File: config.mk
export PLATFORM = sky130hd
export DESIGN_NAME = universal_shiftreg
export DESIGN_NICKNAME = d
export VERILOG_FILES = /design/src/rtl/shiftreg_pkg.sv /design/src/rtl/shift_frame_counter.sv /design/src/rtl/universal_shiftreg.sv
export SDC_FILE = /design/constraint.sdc
export NUM_CORES = 1
export LEC_CHECK = 0
export CORE_MARGIN = 8
export CORE_UTILIZATION = 47
export CTS_CLUSTER_SIZE = 20
export DETAILED_ROUTE_END_ITERATION = 6
export PLACE_DENSITY = 0.93
export SLEW_MARGIN = 10
export SYNTH_ARGS = -nofsm -noshare
export SYNTH_HDL_FRONTEND = slang
export SYNTH_SLANG_ARGS = --single-unit
File: constraint.sdc
create_clock -name clk -period 2.15 [get_ports clk]
set_clock_uncertainty 0.2 [all_clocks]
set_input_delay 0.215 -clock clk [delete_from_list [all_inputs] [get_ports clk]]
set_output_delay 0.215 -clock clk [all_outputs]
set_load 0.05 [all_outputs]
File: src/rtl/shiftreg_pkg.sv
// Shared mode encoding for the universal shift register.
package shiftreg_pkg;

   localparam int MODE_W = 3;

   localparam logic [MODE_W-1:0] MODE_HOLD = 3'd0;
   localparam logic [MODE_W-1:0] MODE_SHR  = 3'd1;
   localparam logic [MODE_W-1:0] MODE_SHL  = 3'd2;
   localparam logic [MODE_W-1:0] MODE_ROR  = 3'd3;
   localparam logic [MODE_W-1:0] MODE_ROL  = 3'd4;
   localparam logic [MODE_W-1:0] MODE_LOAD = 3'd5;

endpackage

File: src/rtl/shift_frame_counter.sv
// Counts shift/rotate operations and pulses frame_done once every WIDTH of them.
module shift_frame_counter #(
   parameter int WIDTH = 8
) (
   input  logic                     clk,
   input  logic                     rst,
   input  logic                     shift,
   input  logic                     clear,
   output logic [$clog2(WIDTH)-1:0] shift_cnt,
   output logic                     frame_done
);

   localparam int CW = $clog2(WIDTH);
   // Wrap at WIDTH-1 so non-power-of-two widths still frame correctly.
   localparam logic [CW-1:0] LAST = CW'(WIDTH - 1);

   always_ff @(posedge clk or negedge rst) begin
      if (!rst) begin
         shift_cnt  <= '0;
         frame_done <= 1'b0;
      end else begin
         frame_done <= 1'b0;
         if (clear) begin
            shift_cnt <= '0;
         end else if (shift) begin
            if (shift_cnt == LAST) begin
               shift_cnt  <= '0;
               frame_done <= 1'b1;
            end else begin
               shift_cnt <= shift_cnt + 1'b1;
            end
         end
      end
   end

endmodule

File: src/rtl/universal_shiftreg.sv
// Universal shift register: hold, shift/rotate both ways, parallel load, with frame counter.
module universal_shiftreg
   import shiftreg_pkg::*;
#(
   parameter int               WIDTH     = 8,
   parameter logic [WIDTH-1:0] RESET_VAL = '0
) (
   input  logic                     clk,
   input  logic                     rst,
   input  logic                     en,
   input  logic [MODE_W-1:0]        mode,
   input  logic                     ser_in_r,
   input  logic                     ser_in_l,
   input  logic [WIDTH-1:0]         par_in,
   output logic [WIDTH-1:0]         q,
   output logic                     ser_out_r,
   output logic                     ser_out_l,
   output logic [$clog2(WIDTH)-1:0] shift_cnt,
   output logic                     frame_done
);

   logic [WIDTH-1:0] q_nxt;
   logic             shift;
   logic             clear;

   // Illegal codes fall into default and hold, same as en=0.
   always_comb begin
      q_nxt = q;
      shift = 1'b0;
      clear = 1'b0;
      if (en) begin
         case (mode)
            MODE_SHR: begin
               q_nxt = {ser_in_r, q[WIDTH-1:1]};
               shift = 1'b1;
            end
            MODE_SHL: begin
               q_nxt = {q[WIDTH-2:0], ser_in_l};
               shift = 1'b1;
            end
            MODE_ROR: begin
               q_nxt = {q[0], q[WIDTH-1:1]};
               shift = 1'b1;
            end
            MODE_ROL: begin
               q_nxt = {q[WIDTH-2:0], q[WIDTH-1]};
               shift = 1'b1;
            end
            MODE_LOAD: begin
               q_nxt = par_in;
               clear = 1'b1;
            end
            default: ;
         endcase
      end
   end

   always_ff @(posedge clk or negedge rst) begin
      if (!rst) q <= RESET_VAL;
      else      q <= q_nxt;
   end

   assign ser_out_r = q[0];
   assign ser_out_l = q[WIDTH-1];

   shift_frame_counter #(.WIDTH(WIDTH)) u_frame_cnt (
      .clk        (clk),
      .rst        (rst),
      .shift      (shift),
      .clear      (clear),
      .shift_cnt  (shift_cnt),
      .frame_done (frame_done)
   );

endmodule
**Word level (Yosys, flattened, before mapping)**

Index checks and enable logic that the tools add are counted.
Widths: inputs -> output; s select.

- Multiplexer cells: 11
- Equal/unequal tests: 6
- $add $sub $neg: 1
- Reduce and logical (&&, ||, !) cells: 4

Operators with widths:

| kind | count |
|---|---|
| $pmux 8 s5 | 1 |
| $eq 3x3->1 const B | 3 |
| $mux 3 | 3 |
| $mux 1 | 7 |
| $eq 3x2->1 const B | 2 |
| $reduce_bool 5->1 | 1 |
| $reduce_or 4->1 | 1 |
| $add 3x1->3 const B | 1 |
| $eq 3x1->1 const B | 1 |
| $reduce_and 2->1 | 1 |
| $reduce_bool 2->1 | 1 |

- Output and inout bits: 14
- Logic and storage cells: 25
- Register bits after elaboration: 12
- Input bits: 16

**Logic depth before layout (Yosys ltp)**

Gate-level depths: netlist of run 1.

- Depth in word-level cells: 6
- Mapped depth: 7
- Mapped depth without buffers: 6

**By module**

A second synthesis of run 1 with hierarchy kept.

- Cells, all modules: 83
- Area, all modules: 900.9 um^2

Modules (own cells, without submodules):

| module | times used | area an instance (um^2) | seq. area each (um^2) | cells an instance |
|---|---|---|---|---|
| universal_shiftreg | 1 | 716.9 | 200.2 | 68 |
| shift_frame_counter | 1 | 183.9 | 100.1 | 15 |

**Least setup slack after synthesis of run 1**

Ideal clock, no wire load.

- Kind: reg2reg
- Start: reg q[0]
- End: reg q[1]
- Setup time: 0.125 ns
- Required time: 1.825 ns
- Arrival time: 1.370 ns
- Period minus slack after synthesis: 1.695 ns
- Path slack: 0.455 ns
- Stages on the path, launching flop included: 5
- Buffers on the path: 0
- Path through: dfrtp_1 > mux2_2 > a22oi_1 > o2bb2ai_1 > mux2_2

- Cells in the longest elaborated chain, start to end: 1

Ends and longest elaborated chain:

| what | line | source |
|---|---|---|
| start, declared | universal_shiftreg.sv:15 | `output logic [WIDTH-1:0] q,` |
| start signal, assigned | universal_shiftreg.sv:60 | `else q <= q_nxt;` |
| $pmux 8 s5 | universal_shiftreg.sv:32 | `case (mode)` |

Every way passes these cells.
A chain may end at the register's enable or synchronous reset.

**Worst setup path in the final report of run 1**

- Start: reg q[0]
- End: out q[0]

No word-level cell between the ends.

==> results.rst, run 1 <==
.. list-table::
   :header-rows: 1

   * - Metric
     - Value
   * - Result of the run
     - finished clean
   * - Count of final max-slew check failures
     - 0
   * - Routed length per instance
     - around 16 microns
   * - Worst slack on hold paths
     - just over 90 ps
   * - Count of buffers added by post-CTS timing repair for setup
     - 0
   * - Overall die area
     - 3410 sq um
   * - Root buffer cell
     - sky130_fd_sc_hd__clkbuf_4
   * - Layout cell share with drive strength beyond 1
     - 0.239
   * - Switching power share of the total
     - 0.453
   * - Biggest area consumer among synthesized cells
     - sky130_fd_sc_hd__dfrtp_1
   * - Post-synthesis sequential area ratio
     - 0.356
   * - Most common library cell in the layout ignoring fill and taps
     - sky130_fd_sc_hd__clkdlybuf4s50_1
   * - Cell area after technology mapping
     - 843 sq um
   * - DP Area
     - roughly 1200 sq um
   * - Cell class contributing the biggest share of worst-path delay
     - buffers and inverters
   * - Chain of cells forming the critical path
     - clkdlybuf4s50_1
   * - Upper clock frequency limit
     - between 0.5 and 0.6 GHz
   * - Number of buffers inserted by hold repair at cts
     - 0
   * - Detail Route Antenna Nets
     - 0
   * - Fill cells
     - 118
   * - CTS-repair resized insts
     - 0
   * - Final GP Congestion
     - around 0.83
   * - Peak supply drop
     - ~0.00069 V
   * - Combinational share of power
     - 0.546
   * - Fin crit period
     - about 2000 ps
   * - Die height
     - around 58 microns
   * - Worst stage delay on the critical path
     - between 800 and 900 ps
   * - Synth Net Count
     - approximately 100
   * - Die extent in x
     - 58.4 microns
   * - Number of buffers created by CTS
     - 3
   * - Area growth, synth to finish
     - 45.3%
   * - Clock-pin slew on the worst setup and hold paths
     - about 80 ps
   * - Sink count of the clock tree
     - 12
   * - DR iter-0 viols
     - 33
   * - Largest fanout of any net on the critical path
     - 6
   * - WP data arrival
     - about 1600 ps
   * - Number of buffers and inverters on the critical path
     - 1
   * - Sequential share of power
     - 0.303
   * - Starting density of the core
     - 0.494
   * - Data required time of the critical path
     - between 1500 and 2000 ps
   * - Setup repair after global routing missed its margin
     - false
   * - Worst Max-Slew Pin Slew
     - between 500 and 600 ps
   * - First-pass detailed-route iteration total
     - 4
   * - Portion of the clock cycle consumed by the worst path in the final layout
     - 0.912
   * - Post-Place Cells
     - between 100 and 150
   * - Power density relative to cell area
     - around 960 nW/um^2
   * - Hold Violations, Final
     - 0
   * - Count of buffers from port buffering
     - 29
   * - Setup tns final
     - 0 ps
   * - NetSw
     - ~530 uW
   * - Largest cells by area after synthesis
     - sky130_fd_sc_hd__dfrtp_1 36%, sky130_fd_sc_hd__mux2_2 12%, sky130_fd_sc_hd__o2bb2ai_1 6.2%
   * - Power consumption
     - ~1.2 mW
   * - Distinct cell type count of the synthesized netlist
     - 27
   * - Number of standard cells after synthesis
     - between 80 and 90
   * - Largest net degree at the start of global routing
     - 15
   * - Crit end category
     - primary output
   * - Fin cells
     - 142
   * - NumNets Final
     - around 140
   * - Syn_area_per_cell
     - 10.2 sq um
   * - Number of antenna violations at the first check in global routing
     - 0
   * - Area of the core region
     - roughly 1700 sq um
   * - Global-route total usage across every layer
     - 0.149
   * - Relative max-transition margin
     - 0.638
   * - Final design area excluding fillers
     - between 1000 and 1500 sq um
   * - Hold WC Path Type
     - in2async
   * - Commonest non-fill, non-tap cells in the layout
     - 29 x sky130_fd_sc_hd__clkdlybuf4s50_1, 12 x sky130_fd_sc_hd__dfrtp_1, 10 x sky130_fd_sc_hd__nand2_1
   * - Via count of the first global-routing pass
     - 840
   * - Total congestion overflow after global routing
     - 0
   * - Number of top-level pins
     - 30
   * - Total DRC errors in the routed layout
     - 0
   * - Leakage power
     - between 0.5 and 0.6 nW
   * - Worst path slowest cell
     - sky130_fd_sc_hd__clkdlybuf4s50_1
   * - Final setup violation count
     - 0
   * - CTS tree
     - done
   * - Max-capacitance violation count
     - 0
   * - Worst skew pair latency
     - around 270 ps
   * - Int Pwr
     - approximately 640 uW
   * - N_diodes
     - 0
   * - Deepest clock path buffer count
     - 2
   * - Kind of start point of the critical path
     - register
   * - Detailed-route via count
     - 810
   * - Mean number of vias per cell
     - about 5.7
   * - Number of synthesis warnings
     - 0
   * - Synth top area share
     - 0.356
   * - Final HPWL from detailed placement
     - 1780 microns
   * - Detailed Route WL
     - approximately 2300 microns
   * - H-tree level count
     - 1
   * - Number of standard-cell rows in the floorplan
     - 15
   * - Clock network fraction of total power
     - 0.151
   * - Category of the most critical setup path
     - reg2out
   * - Post-synthesis sequential element count
     - 12
   * - First-pass GRT wire length
     - just under 4000 microns
## metal layers
metal	part of all wire	vias to the layer above	GRT usage
li1	-	373	-
met3	0.079	6	0.0435
met2	0.50	45	0.241
met4	0.018	0	0.0524
met5	0	-	0
met1	0.40	386	0.183
## path summary, 6_finish.rpt
kind                                             to                     start  cells past startpoint  slack (ps)
hold reg to reg            u_frame_cnt.shift_cnt[1]  u_frame_cnt.shift_cnt[1]                      2         350
hold / removal                                 q[2]                       rst                      1          90
setup reg to reg                               q[4]                      q[3]                      4         570
min in group clk           u_frame_cnt.shift_cnt[1]  u_frame_cnt.shift_cnt[1]                      2         350
setup / recovery                               q[0]                      q[0]                      1         190
max in group asynchronous    u_frame_cnt.frame_done                       rst                      1        1300
## final cells by class
| type | instances | area [sq um] | area share |
|---|---|---|---|
| repair buffers | 37 | 363 | 0.296 |
| multi-input cells | 60 | 479 | 0.391 |
| flip-flops and latches | 12 | 300 | 0.245 |
| inverters | 4 | 15.0 | 0.0123 |
| well taps | 25 | 31.3 | 0.0255 |
| clock buffers | 4 | 36.3 | 0.0296 |
## stage by stage
step	setup WS, ps	util
floorplan	455	-
global placement	130	0.696
global route	125	0.717
detailed placement	60.2	0.696
CTS	182	0.717
finish	190	0.717
## cells in the mapped netlist
library cell	n
sky130_fd_sc_hd__a211oi_1	2
sky130_fd_sc_hd__dfrtp_1	12
sky130_fd_sc_hd__nor3_1	1
sky130_fd_sc_hd__mux2_2	9
sky130_fd_sc_hd__nor4b_1	1
sky130_fd_sc_hd__buf_2	3
sky130_fd_sc_hd__nor2_1	3
sky130_fd_sc_hd__a22oi_1	6
sky130_fd_sc_hd__o22ai_1	1
sky130_fd_sc_hd__ha_1	3
sky130_fd_sc_hd__nor2b_1	1
sky130_fd_sc_hd__a22o_1	2
sky130_fd_sc_hd__mux2_4	3
sky130_fd_sc_hd__xnor2_1	1
sky130_fd_sc_hd__nor3b_1	1
sky130_fd_sc_hd__buf_4	3
sky130_fd_sc_hd__buf_6	1
sky130_fd_sc_hd__o21ai_2	2
sky130_fd_sc_hd__nor3b_2	1
sky130_fd_sc_hd__a31oi_1	1
sky130_fd_sc_hd__o21ba_2	1
sky130_fd_sc_hd__o21ai_0	3
sky130_fd_sc_hd__a21o_1	1
sky130_fd_sc_hd__inv_1	4
sky130_fd_sc_hd__a21oi_1	1
sky130_fd_sc_hd__o2bb2ai_1	6
sky130_fd_sc_hd__nand2_1	10
## cells by family (layout without fill, tap and decap cells)
logic type,count (synthesis),after routing,synth area share
flops,12,12,0.356
simple gates,18,18,0.105
buf+inv,11,45,0.0757
mux,12,12,0.174
fa+ha+maj,3,3,0.0445
compound gates,26,26,0.234
xor+xnor,1,1,0.0104
## registers in the layout, indices dropped and copies added, names as in the netlist
signal	cells
u_frame_cnt.shift_cnt	3
u_frame_cnt.frame_done	1
q	8
## power by group through the flow
stage	Combinational [mW]	Sequential, mW	Clock, mW
2_1_floorplan	0.210	0.557	0
3_3_place_gp	0.618	0.352	0
3_5_place_dp	0.636	0.358	0
4_1_cts	0.644	0.354	0.179
5_1_grt	0.679	0.364	0.192
6_report	0.643	0.357	0.177
Power figures use the tool's default switching activity.
==> inputs of run 2 (changes only) <==
Settings changed: ABC_CLOCK_PERIOD_IN_PS from default to 1820, CORE_UTILIZATION 47 to 44, PLACE_DENSITY 0.93 to 0.89.
Clock period 2.15 ns to 1.82 ns, I/O delays scaled along.
==> run 2 against run 1 <==
Sequential power rose by 19%. Register-to-register slack worse by 350 ps. Sequential cell count did not move. Worst hold slack got worse by 44 ps. Worst setup slack got worse by 100 ps. Die area is 4.9% higher. Combinational power grew 14%.
==> results.rst, run 2 (same netlist as run 1, synthesis figures left out) <==
.. list-table::
   :header-rows: 1

   * - Metric
     - Value
   * - Routed length per instance
     - about 15 microns
   * - Worst path slowest cell
     - sky130_fd_sc_hd__clkdlybuf4s50_1
   * - NumNets Final
     - 144
   * - Mean number of vias per cell
     - roughly 5.5
   * - Root buffer cell
     - sky130_fd_sc_hd__clkbuf_4
   * - Combinational share of power
     - 0.530
   * - WP data arrival
     - about 1700 ps
   * - Number of top-level pins
     - 30
   * - Switching power share of the total
     - 0.461
   * - Max reg flops
     - 8
   * - Data required time of the critical path
     - roughly 1800 ps
   * - Area of the core region
     - roughly 1900 sq um
   * - Final HPWL from detailed placement
     - about 1700 microns
   * - NetSw
     - approximately 640 uW
   * - Power consumption
     - about 1.4 mW
   * - Number of buffers and inverters on the critical path
     - 2
   * - Leakage power
     - 0.586 nW
   * - Number of buffers created by CTS
     - 3
   * - Upper clock frequency limit
     - 0.577 GHz
   * - Int Pwr
     - 744 uW
   * - Number of antenna violations at the first check in global routing
     - 0
   * - Die height
     - between 50 and 60 microns
   * - Most common library cell in the layout ignoring fill and taps
     - sky130_fd_sc_hd__buf_4
   * - Final setup violation count
     - 0
   * - Starting density of the core
     - 0.448
   * - Flop-to-flop setup slack
     - between 200 and 250 ps
   * - Deepest clock path buffer count
     - 2
   * - Fill cells
     - roughly 150
   * - Count of buffers from port buffering
     - 29
   * - Fin crit period
     - approximately 1700 ps
   * - Kind of start point of the critical path
     - primary input
   * - H-tree level count
     - 1
   * - First-pass detailed-route iteration total
     - 4
   * - Sink count of the clock tree
     - 12
   * - First-pass GRT wire length
     - between 3000 and 4000 microns
   * - Result of the run
     - finished clean
   * - Detailed-route via count
     - roughly 830
   * - Relative max-transition margin
     - 0.631
   * - Combined flip-flop and latch cell area
     - between 300 and 400 sq um
   * - Sequential share of power
     - 0.307
   * - Hold Violations, Final
     - 0
   * - Area growth, synth to finish
     - 49.1%
   * - Worst stage delay on the critical path
     - approximately 500 ps
   * - N_diodes
     - 0
   * - Worst Max-Slew Pin Slew
     - around 550 ps
   * - Total DRC errors in the routed layout
     - 0
   * - Portion of the clock cycle consumed by the worst path in the final layout
     - 0.952
   * - Peak supply drop
     - a little under 0.001 V
   * - Overall die area
     - approximately 3600 sq um
   * - Detail Route Antenna Nets
     - 0
   * - Layout cell share with drive strength beyond 1
     - 0.411
   * - Die extent in x
     - around 60 microns
   * - Clock-pin slew on the worst setup and hold paths
     - roughly 80 ps
   * - CP Launch Point
     - mode[0]
   * - Max-capacitance violation count
     - 0
   * - Final design area excluding fillers
     - between 1000 and 1500 sq um
   * - Total congestion overflow after global routing
     - 0
   * - Clock network fraction of total power
     - 0.162
   * - Power density relative to cell area
     - roughly 1100 nW/um^2
   * - Cell class contributing the biggest share of worst-path delay
     - buffers and inverters
   * - Detailed Route WL
     - roughly 2300 microns
   * - Multi-input combinational cell area
     - 489 sq um
   * - Crit end category
     - register
   * - Global-route total usage across every layer
     - 0.139
   * - CTS tree
     - done
   * - Worst skew pair latency
     - around 290 ps
   * - Final GP Congestion
     - approximately 0.79
   * - Commonest non-fill, non-tap cells in the layout
     - 28 x sky130_fd_sc_hd__buf_4, 14 x sky130_fd_sc_hd__clkdlybuf4s50_1, 12 x sky130_fd_sc_hd__dfrtp_1
   * - Number of standard-cell rows in the floorplan
     - 16
   * - DR iter-0 viols
     - 19
   * - Chain of cells forming the critical path
     - clkdlybuf4s50_1 > buf_12 > mux2_4 > a22oi_2 > o2bb2ai_1 > mux2_2
   * - Category of the most critical setup path
     - in2reg
   * - Via count of the first global-routing pass
     - around 840
   * - Largest register by flop count
     - q
   * - Largest fanout of any net on the critical path
     - 14
   * - Biggest registers after layout
     - q x8, u_frame_cnt.shift_cnt x3, u_frame_cnt.frame_done x1
   * - DP Area
     - around 1200 sq um
   * - Startpoint of the lowest-slack register-to-register path
     - q[3]
   * - Hold WC Path Type
     - in2async
   * - Count of final max-slew check failures
     - 0
   * - Largest net degree at the start of global routing
     - 15
run 2: cell types whose count changed in the layout (fill, tap and decap cells not counted):
cell / before / now
sky130_fd_sc_hd__a22oi_1: 6 / 4
sky130_fd_sc_hd__clkdlybuf4s50_1: 29 / 14
sky130_fd_sc_hd__buf_4: 7 / 28
sky130_fd_sc_hd__a22oi_2: 0 / 2
sky130_fd_sc_hd__dlymetal6s2s_1: 0 / 1
run 2: worst paths after layout:
check	end	cells after the start
worst max-delay path	q[4]	6
worst min-delay path	q[1]	1
worst max register to register	q[4]	4
worst min register to register	u_frame_cnt.shift_cnt[2]	2
max in group asynchronous	u_frame_cnt.shift_cnt[2]	1
min in group clk	u_frame_cnt.shift_cnt[2]	2
run 2: metal layers:
metal | routed length, microns | vias up | global-route usage | part of all wire
met5 | 0 | - | 0 | 0
met4 | 82 | 0 | 0.102 | 0.035
met3 | 136 | 9 | 0.0258 | 0.058
met2 | 1140 | 35 | 0.223 | 0.49
met1 | 969 | 402 | 0.159 | 0.42
li1 | - | 387 | - | -
run 2: per-stage QoR:
| step | util | hold WS (ps) | std cells | setup TNS [ps] | setup WS [ps] |
|---|---|---|---|---|---|
| 3_5_place_dp | 0.642 | 323 | 147 | -1720 | -230 |
| 4_1_cts | 0.662 | 49.1 | 151 | 0 | 34.7 |
| 3_3_place_gp | 0.642 | 292 | 147 | -1150 | -176 |
| 2_1_floorplan | - | -314 | 83 | 0 | 125 |
| 5_1_grt | 0.668 | 79.3 | 151 | -2.03 | -2.03 |
| 6_report | 0.668 | 47.1 | 151 | 0 | 87.1 |
run 2: cell type report:
| type | instances | share of cell area |
|---|---|---|
| well taps | 27 | 0.0269 |
| multi-input cells | 60 | 0.389 |
| repair buffers | 44 | 0.304 |
| clock buffers | 4 | 0.0289 |
| inverters | 4 | 0.0119 |
| flip-flops and latches | 12 | 0.239 |
run 2: what timing repair did:
action | in CTS | in global routing
buffers inserted | 0 | 0
endpoints found under the setup margin | 0 | 3
resized for setup | 0 | 3
hold buffers | 0 | 0
run 2: power groups by stage:
stage                     combinational (mW)  sequential [mW]  clock [mW]
after CTS                              0.734            0.422       0.227
after global routing                   0.779            0.439       0.239
after global placement                 0.713            0.419           0
after floorplan                        0.248            0.658           0
after detailed placement               0.730            0.427           0
final                                  0.733            0.425       0.224
==> inputs of run 3 (changes only) <==
Settings changed: ABC_AREA from default to 1, ABC_CLOCK_PERIOD_IN_PS 1820 to 1950.
Clock period 1.82 ns to 1.95 ns, I/O delays scaled along.
==> run 3 against run 2 <==
Register-to-register slack better by 410 ps. Non-clock buffer count is 10 lower. Final cell count is 18% higher. Die area is 0.12% lower. Sequential cell count stayed put. Highest routed layer unchanged. Sequential share of layout area is 1.9 points higher. Final area is 7.3% lower. Critical endpoint is now frame_done. Synthesized area is 0.15% lower. Power is 14% lower. Largest cell class unchanged. Routed wire length is 2.1% higher. Utilization is 4.9 points lower.
==> results.rst, run 3 <==
.. list-table::
   :header-rows: 1

   * - Metric
     - Value
   * - Result of the run
     - finished clean
   * - Deepest clock path buffer count
     - 2
   * - NumNets Final
     - around 170
   * - Sink count of the clock tree
     - 12
   * - Pre-CTS setup slack
     - -15.6 ps
   * - Max-capacitance violation count
     - 0
   * - Post-synthesis sequential element count
     - 12
   * - Flop-to-flop setup slack
     - approximately 630 ps
   * - Post-route core utilization
     - 0.620
   * - CTS tree
     - done
   * - Share of flip-flops with an asynchronous set or reset
     - 1.00
   * - Number of synthesis warnings
     - 0
   * - Total congestion overflow after global routing
     - 0
   * - Cell types with the highest counts after synthesis
     - 38 x sky130_fd_sc_hd__nand2_1, 14 x sky130_fd_sc_hd__a21oi_1, 13 x sky130_fd_sc_hd__nor2_1
   * - Most frequently used flop master after synthesis
     - sky130_fd_sc_hd__dfrtp_1
   * - Clock network fraction of total power
     - 0.132
   * - Combinational share of power
     - 0.542
   * - Root buffer cell
     - sky130_fd_sc_hd__clkbuf_4
   * - First-pass detailed-route iteration total
     - 4
   * - Switching power share of the total
     - 0.495
   * - Overall die area
     - 3570 sq um
   * - Count of buffers added by post-CTS timing repair for setup
     - 0
   * - Clock-pin slew on the worst setup and hold paths
     - roughly 80 ps
   * - Worst path slowest cell
     - sky130_fd_sc_hd__clkdlybuf4s50_1
   * - Synth top area share
     - 0.357
   * - Chain of cells forming the critical path
     - clkdlybuf4s50_1
   * - Largest net degree at the start of global routing
     - 15
   * - Largest cells by area after synthesis
     - sky130_fd_sc_hd__dfrtp_1 36%, sky130_fd_sc_hd__nand2_1 17%, sky130_fd_sc_hd__a21oi_1 8.3%
   * - Final design area excluding fillers
     - roughly 1200 sq um
   * - Setup repair after global routing missed its margin
     - false
   * - Routed length per instance
     - 13.3 microns
   * - WP data arrival
     - 1390 ps
   * - DP Area
     - roughly 1100 sq um
   * - Most common library cell in the layout ignoring fill and taps
     - sky130_fd_sc_hd__nand2_1
   * - Count of final max-slew check failures
     - 0
   * - Max reg flops
     - 8
   * - H-tree level count
     - 1
   * - Category of the most critical setup path
     - reg2out
   * - Largest fanout of any net on the critical path
     - 1
   * - Upper clock frequency limit
     - roughly 0.56 GHz
   * - Fin cells
     - approximately 180
   * - Largest register by flop count
     - q
   * - Number of buffers inserted by hold repair at cts
     - 0
   * - Cell class contributing the biggest share of worst-path delay
     - buffers and inverters
   * - Data required time of the critical path
     - between 1500 and 2000 ps
   * - Count of buffers from port buffering
     - 29
   * - Biggest registers after layout
     - q x8, u_frame_cnt.shift_cnt x3, u_frame_cnt.frame_done x1
   * - Relative max-transition margin
     - 0.607
   * - Global-route total usage across every layer
     - 0.146
   * - Layout cell share with drive strength beyond 1
     - 0.199
   * - Post-synthesis sequential area ratio
     - 0.357
   * - Sequential share of power
     - 0.325
   * - Worst stage delay on the critical path
     - about 790 ps
   * - Synth Net Count
     - 138
   * - Power density relative to cell area
     - 1020 nW/um^2
   * - Number of top-level pins
     - 30
   * - Post-Place Cells
     - roughly 180
   * - Power consumption
     - around 1.2 mW
   * - Number of standard cells after synthesis
     - 119
   * - Detailed-route via count
     - slightly above 900
   * - Int Pwr
     - roughly 600 uW
   * - Hold WC Path Type
     - in2async
   * - Fill cells
     - approximately 190
   * - Die height
     - roughly 60 microns
   * - CTS-repair resized insts
     - 0
   * - Worst path setup slack after routing
     - roughly 170 ps
   * - Die extent in x
     - about 60 microns
   * - Starting density of the core
     - 0.447
   * - Most common cell in the synthesized netlist
     - sky130_fd_sc_hd__nand2_1
   * - Number of standard-cell rows in the floorplan
     - 16
   * - Detailed Route WL
     - roughly 2400 microns
   * - DR iter-0 viols
     - 22
   * - Peak supply drop
     - around 0.00094 V
   * - Via count of the first global-routing pass
     - between 800 and 900
   * - Portion of the clock cycle consumed by the worst path in the final layout
     - 0.914
   * - Total DRC errors in the routed layout
     - 0
   * - Mean number of vias per cell
     - around 5.1
   * - N_diodes
     - 0
   * - Biggest area consumer among synthesized cells
     - sky130_fd_sc_hd__dfrtp_1
   * - Syn_area_per_cell
     - a little over 7 sq um
   * - Area growth, synth to finish
     - 38.5%
   * - Detail Route Antenna Nets
     - 0
   * - Distinct cell type count of the synthesized netlist
     - 19
   * - Cell area after technology mapping
     - 842 sq um
   * - Crit end category
     - primary output
   * - Final setup violation count
     - 0
   * - Final HPWL from detailed placement
     - ~1800 microns
   * - Number of enable-type register cells in the synthesized netlist
     - 0
   * - Number of buffers created by CTS
     - 3
   * - Commonest non-fill, non-tap cells in the layout
     - 38 x sky130_fd_sc_hd__nand2_1, 18 x sky130_fd_sc_hd__buf_4, 16 x sky130_fd_sc_hd__clkdlybuf4s50_1
   * - First-pass GRT wire length
     - 3870 microns
   * - Worst Max-Slew Pin Slew
     - slightly below 600 ps
   * - Area of the core region
     - roughly 1900 sq um
   * - Kind of start point of the critical path
     - register
   * - NetSw
     - around 590 uW
   * - Number of antenna violations at the first check in global routing
     - 0
   * - Fin crit period
     - between 1500 and 2000 ps
   * - Worst skew pair latency
     - about 280 ps
   * - Number of buffers and inverters on the critical path
     - 1
   * - Hold Violations, Final
     - 0
   * - Final GP Congestion
     - 0.816
   * - Leakage power
     - 0.569 nW
## run 3: final timing paths
| kind | from | end | depth (start not counted) |
|---|---|---|---|
| min | rst | q[5] | 1 |
| max | u_frame_cnt.frame_done | frame_done | 1 |
| min reg2reg | u_frame_cnt.shift_cnt[1] | u_frame_cnt.shift_cnt[1] | 2 |
| max reg2reg | u_frame_cnt.shift_cnt[0] | u_frame_cnt.shift_cnt[0] | 5 |
| min in group clk | par_in[4] | q[4] | 5 |
| max in group asynchronous | rst | q[7] | 1 |
## run 3: cells by family after synthesis
group	after synthesis	synth area share
AO/OA/AOI/OAI	22	0.152
adder cells (fa/ha/maj)	3	0.0446
buffers and inverters	11	0.0594
flip-flops	12	0.357
AND/OR/NAND/NOR	71	0.388
## run 3: power by group through the flow
stage	logic (mW)	clock network, mW	registers [mW]
after floorplan	0.217	0	0.613
after global placement	0.643	0	0.388
after detailed placement	0.652	0	0.392
after CTS	0.654	0.166	0.387
after global routing	0.697	0.181	0.396
final	0.647	0.158	0.388
## run 3: per-stage QoR
step / hold slack (ps) / setup TNS [ps]
after detailed placement: 342 / -33.8
after CTS: 109 / 0
after floorplan: -301 / 0
after global placement: 327 / 0
after global routing: 119 / 0
final: 82.6 / 0
## run 3: final cells by class
cell class,instances,area [sq um],share of cell area
flip-flops and latches,12,300,0.258
well taps,27,33.8,0.0290
inverters,6,22.5,0.0193
multi-input cells,96,492,0.422
clock buffers,3,22.5,0.0193
repair buffers,34,295,0.253
## run 3: worst register-to-register path: cells and delay by family (launching register included)
kind / cells / cell delay [ps]
flip-flops: 1 / 410
adder cells (fa/ha/maj): 2 / 400
AND/OR/NAND/NOR: 3 / 260
## run 3: per-layer routing
layer  up-vias  part of all wire  GRT usage
met5         -                 0          0
met4         0             0.026     0.0918
met3         6             0.066     0.0495
met2        31              0.46      0.223
met1       414              0.45      0.169
li1        455                 -          -
